==> config.mk <==
export PLATFORM = sky130hd
export DESIGN_NAME = jstk_conditioner
export DESIGN_NICKNAME = d
export VERILOG_FILES = /design/src/rtl/jstk_conditioner.sv
export SDC_FILE = /design/constraint.sdc
export NUM_CORES = 1
export LEC_CHECK = 0
export BUFFER_PORTS_ARGS = -buffer_cell sky130_fd_sc_hd__buf_2
export CAP_MARGIN = 20
export CORE_UTILIZATION = 51
export DETAILED_ROUTE_END_ITERATION = 12
export PLACE_DENSITY = 0.78
export SLEW_MARGIN = 20
export SYNTH_ARGS = -nofsm -noshare
export SYNTH_HDL_FRONTEND = slang
export SYNTH_SLANG_ARGS = --single-unit
==> constraint.sdc <==
create_clock -name clk -period 15.9 [get_ports clk]
set_input_delay 1.59 -clock clk [delete_from_list [all_inputs] [get_ports clk]]
set_output_delay 1.59 -clock clk [all_outputs]
set_load 0.03 [all_outputs]
==> src/rtl/jstk_conditioner.sv <==
// rtl/jstk_conditioner.sv - PmodJSTK sample conditioner: moving average, deadzone, fire debounce
//
// Captures one PmodJSTK DOUT word per rising edge of sndRec. Each capture is
// averaged over the last N samples, snapped to CENTER inside the deadzone, and
// the fire bit is debounced. Fresh outputs are flagged by a one-cycle strobe.
//
// Ports:
//   clk          system clock (VGA clock domain)
//   reset        asynchronous, active-high reset
//   sndRec       send/receive request level; each rising edge requests a capture
//   jstk_data    40-bit PmodJSTK DOUT word
//   x_pos        filtered X position
//   y_pos        filtered Y position
//   fire_level   debounced fire button state
//   fire_pulse   one-cycle pulse on debounced fire 0->1
//   sample_valid one-cycle pulse when the outputs have just updated
module jstk_conditioner #(
  parameter int AVG_LOG2 = 2,
  parameter int CENTER   = 512,
  parameter int DEADZONE = 64,
  parameter int DEBOUNCE = 2
) (
  input  logic        clk,
  input  logic        reset,
  input  logic        sndRec,
  input  logic [39:0] jstk_data,
  output logic [9:0]  x_pos,
  output logic [9:0]  y_pos,
  output logic        fire_level,
  output logic        fire_pulse,
  output logic        sample_valid
);

  localparam int N  = 1 << AVG_LOG2;
  localparam int SW = 10 + AVG_LOG2;
  localparam logic [9:0]    CENTER_W = 10'(CENTER);
  localparam logic [SW-1:0] SUM_RST  = SW'(CENTER * N);

  typedef enum logic [1:0] {IDLE, CAPT, ACCUM, OUT} state_t;

  state_t state, state_nxt;

  logic          sr_q;
  logic          rise;
  logic [9:0]    raw_x, raw_y;
  logic          raw_fire;
  logic [9:0]    lat_x, lat_y;
  logic          lat_fire;
  logic [9:0]    hist_x [N];
  logic [9:0]    hist_y [N];
  logic [SW-1:0] sum_x, sum_y;
  logic [9:0]    dz_x, dz_y;
  logic          stable;
  logic [2:0]    cnt;
  logic          do_latch, do_capt, do_accum, do_out;

  assign raw_x    = {jstk_data[25:24], jstk_data[39:32]};
  assign raw_y    = {jstk_data[9:8],   jstk_data[23:16]};
  assign raw_fire = jstk_data[1];

  // Remaining DOUT bits carry nothing this block consumes.
  logic unused_bits;
  assign unused_bits = ^{jstk_data[31:26], jstk_data[15:10], jstk_data[7:2], jstk_data[0]};

  // sr_q resets high so a request already asserted at reset release is ignored.
  assign rise = sndRec & ~sr_q;

  // Average of the accumulator, snapped to CENTER when strictly inside the deadzone.
  function automatic logic [9:0] deadzone(input logic [SW-1:0] sum);
    logic [9:0]         avg;
    logic signed [10:0] diff;
    logic [10:0]        mag;
    avg  = 10'(sum >> AVG_LOG2);
    diff = $signed({1'b0, avg}) - $signed({1'b0, CENTER_W});
    mag  = diff[10] ? $unsigned(-diff) : $unsigned(diff);
    return (mag < 11'(DEADZONE)) ? CENTER_W : avg;
  endfunction

  always_ff @(posedge clk or posedge reset) begin
    if (reset) state <= IDLE;
    else       state <= state_nxt;
  end

  always_comb begin
    state_nxt = state;
    case (state)
      IDLE:    if (rise) state_nxt = CAPT;
      CAPT:    state_nxt = ACCUM;
      ACCUM:   state_nxt = OUT;
      OUT:     state_nxt = IDLE;
      default: state_nxt = IDLE;
    endcase
  end

  // Rises seen outside IDLE never reach do_latch, so they are simply dropped.
  always_comb begin
    do_latch = (state == IDLE) && rise;
    do_capt  = (state == CAPT);
    do_accum = (state == ACCUM);
    do_out   = (state == OUT);
  end

  always_ff @(posedge clk or posedge reset) begin
    if (reset) begin
      sr_q     <= 1'b1;
      lat_x    <= CENTER_W;
      lat_y    <= CENTER_W;
      lat_fire <= 1'b0;
    end else begin
      sr_q <= sndRec;
      if (do_latch) begin
        lat_x    <= raw_x;
        lat_y    <= raw_y;
        lat_fire <= raw_fire;
      end
    end
  end

  // Running sums track the history contents, so no re-summing is needed.
  always_ff @(posedge clk or posedge reset) begin
    if (reset) begin
      for (int i = 0; i < N; i++) begin
        hist_x[i] <= CENTER_W;
        hist_y[i] <= CENTER_W;
      end
      sum_x  <= SUM_RST;
      sum_y  <= SUM_RST;
      stable <= 1'b0;
      cnt    <= 3'd0;
    end else if (do_capt) begin
      sum_x     <= sum_x + SW'(lat_x) - SW'(hist_x[N-1]);
      sum_y     <= sum_y + SW'(lat_y) - SW'(hist_y[N-1]);
      hist_x[0] <= lat_x;
      hist_y[0] <= lat_y;
      for (int i = 1; i < N; i++) begin
        hist_x[i] <= hist_x[i-1];
        hist_y[i] <= hist_y[i-1];
      end
      if (lat_fire != stable) begin
        if (cnt == 3'(DEBOUNCE - 1)) begin
          stable <= ~stable;
          cnt    <= 3'd0;
        end else begin
          cnt <= cnt + 3'd1;
        end
      end else begin
        cnt <= 3'd0;
      end
    end
  end

  always_ff @(posedge clk or posedge reset) begin
    if (reset) begin
      dz_x <= CENTER_W;
      dz_y <= CENTER_W;
    end else if (do_accum) begin
      dz_x <= deadzone(sum_x);
      dz_y <= deadzone(sum_y);
    end
  end

  always_ff @(posedge clk or posedge reset) begin
    if (reset) begin
      x_pos        <= CENTER_W;
      y_pos        <= CENTER_W;
      fire_level   <= 1'b0;
      fire_pulse   <= 1'b0;
      sample_valid <= 1'b0;
    end else begin
      fire_pulse   <= 1'b0;
      sample_valid <= 1'b0;
      if (do_out) begin
        x_pos        <= dz_x;
        y_pos        <= dz_y;
        fire_level   <= stable;
        fire_pulse   <= stable & ~fire_level;
        sample_valid <= 1'b1;
      end
    end
  end

endmodule
==> results.json <==
{
  "status": "complete, no violations",
  "grt_overflow": 0,
  "synth.distinct_cells": 52,
  "async_reset_ff_share_pct": 100,
  "cts.sinks": 175,
  "min_path_type": "reg -> reg",
  "gp_congestion": 0.863,
  "synth_simple_gate_area_share_pct": 5.11,
  "clkTransAtPathRegs_ps": 60,
  "place_area_mm2": 0.00876,
  "wire_per_inst_um": 14.0,
  "crit_type": "reg -> reg",
  "synthFlopType": "dfrtp_1",
  "slew_headroom_pct": 34.6,
  "nets": 834,
  "fin_area_mm2": 0.00933,
  "synth_nets": 788,
  "synth_area_mm2": 0.00833,
  "grt_pass1_wl_um": 23300,
  "cp_cell_sequence": "inv_1, fa_1, inv_1, fa_1, a211oi_1, o21ai_0, a21oi_1, xor2_1, mux2i_1",
  "finalCritPeriodShare_pct": 17.3,
  "ios": 66,
  "setup_viol": 0,
  "mostFrequentLayoutCell": "dfrtp_1",
  "holdBufCountCts": 0,
  "clock_latency_ps": 430,
  "tns_ps": 0,
  "cp.arrival_ps": 3030,
  "endpoint_kind": "flip-flop",
  "critical_path.startpoint_type": "flip-flop",
  "hold_viol_final": 0,
  "rows": 46,
  "synth_warnings": 0,
  "core_area_mm2": 0.0159,
  "drc": 0,
  "start_util_pct": 52.3,
  "cts_max_path_buffers": 2,
  "drt-total-wl_um": 13600,
  "syn-instance-count": 694,
  "num_vias": 5008,
  "seq_area_mm2": 0.00440,
  "antenna_cells": 0,
  "ant_nets": 0,
  "synth_fa_ha_area_share_pct": 9.46,
  "die_width_um": 130,
  "drt_iter0_markers": 271,
  "rsz0062_at_grt": "no",
  "maxSlewViolCount": 0,
  "tightest_slew_ps": 981,
  "crit_path_top_delay_cell": "fa_1",
  "muxShareOfSynthArea_pct": 17.2,
  "synth_edf_count": 0,
  "ys_seq_area_share_pct": 52.8,
  "cts_resized": 0,
  "grt_max_degree": 93,
  "crit_buf_inv": 2,
  "antenna_found_initial": 0,
  "area_growth_pct": 12.0,
  "io_buffers": 46,
  "ys_ff_latch": 175,
  "drive_gt1_share_pct": 29.1,
  "fill_cells": 1269,
  "required_ps": 16180,
  "layout_common_cells": "158 x dfrtp_1, 122 x mux2_2, 111 x inv_1",
  "cap_violations": 0,
  "finClkSkew_ps": 5.65,
  "crit_fanout": 3,
  "die-height_um": 130,
  "period_needed_ps": 2750,
  "hpwl_um": 9510,
  "firstDrtPassIters": 5,
  "fmax_ghz": 0.363,
  "slowest_delay_ps": 540,
  "grt_pass1_vias": 5000,
  "grt_usage_pct": 17.8,
  "avgSynthCellArea_um2": 12.0,
  "htree_levels": 4,
  "cts_tree": "built",
  "final_cells": 969,
  "synth_xor_area_share_pct": 1.26,
  "die_area_mm2": 0.0168,
  "root_buffer": "clkbuf_16",
  "cts_buffers": 17,
  "synth_compound_area_share_pct": 7.81,
  "multiInputGateArea_mm2": 0.00342,
  "routed_via_density": 5.17,
  "post-cts-setup-buffer-count": 0,
  "dp.cells": 937,
  "synth_top_family_by_area": "multiplexers",
  "path_delay_family": "adder cells"
}
## per-stage QoR
step,util (%),hold slack (ps),setup WS (ps)
global placement,55.0,429,12570
CTS,58.5,462,12980
floorplan,-,450,9590
global route,58.5,489,12990
detailed placement,55.0,452,12510
finish,58.5,452,13150
## path summary, 6_finish.rpt
path | from | endpoint | slack, ps | depth (start not counted)
max | lat_y[1] | sum_y[8] | 13150 | 9
min | fire_level | fire_pulse | 450 | 1
max reg2reg | lat_y[1] | sum_y[8] | 13150 | 9
min reg2reg | fire_level | fire_pulse | 450 | 1
max in group asynchronous | reset | sum_y[4] | 13400 | 3
min in group asynchronous | reset | y_pos[3] | 1310 | 2
## cell type report
type / instances / share of cell area (%)
Timing Repair Buffer: 49 / 2.75
Tap cell: 216 / 2.90
Clock inverter: 9 / 1.19
Clock buffer: 23 / 4.80
Sequential cell: 175 / 47.2
Inverter: 112 / 4.56
Multi-Input combinational cell: 385 / 36.6
## routing by layer
| metal | wire (um) | track usage [%] | vias to the layer above |
|---|---|---|---|
| li1 | - | - | 2421 |
| met1 | 6500 | 23.6 | 2470 |
| met2 | 6410 | 28.3 | 99 |
| met3 | 467 | 4.22 | 18 |
| met4 | 229 | 7.32 | 0 |
| met5 | 0 | 0 | - |
## worst reg2reg max path, delay by kind of cell, from the launching register on
family,cells,cell delay [ps]
mux,1,100
flops,1,360
xor+xnor,1,170
compound gates,3,810
buf+inv,2,140
fa+ha+maj,2,1030
## cell families after synthesis
family                     count (synthesis)
and+or+nand+nor                           90
DFF                                      175
xor gates and xnor gates                  12
AOI/OAI and AO/OA                        104
buffers and inverters                    134
muxes                                    128
adders and majority gates                 51
## flip-flops by register name, indices dropped and copies added (netlist names), 2 cells and up
signal and cells:
lat_y 10, hist_y 40, cnt 3, dz_x 10
sum_x 12, y_pos 10, state 2, x_pos 10
sum_y 12, hist_x 40, dz_y 10, lat_x 10
## cell usage after synthesis, types with 13 or more instances
library cell	count	area share [%]
mux2_2	122	16
dfstp_2	17	5.4
inv_1	112	5.0
buf_2	13	0.78
a21oi_1	22	1.3
fa_1	20	4.8
ha_1	31	4.7
dfrtp_1	158	47
o21ai_0	41	2.5
nand2_1	40	1.8
nor2_1	16	0.72
Power is left out: the tool's default activity adds up to more than one toggle a clock period on the data nets, which glitch-free logic cannot reach.
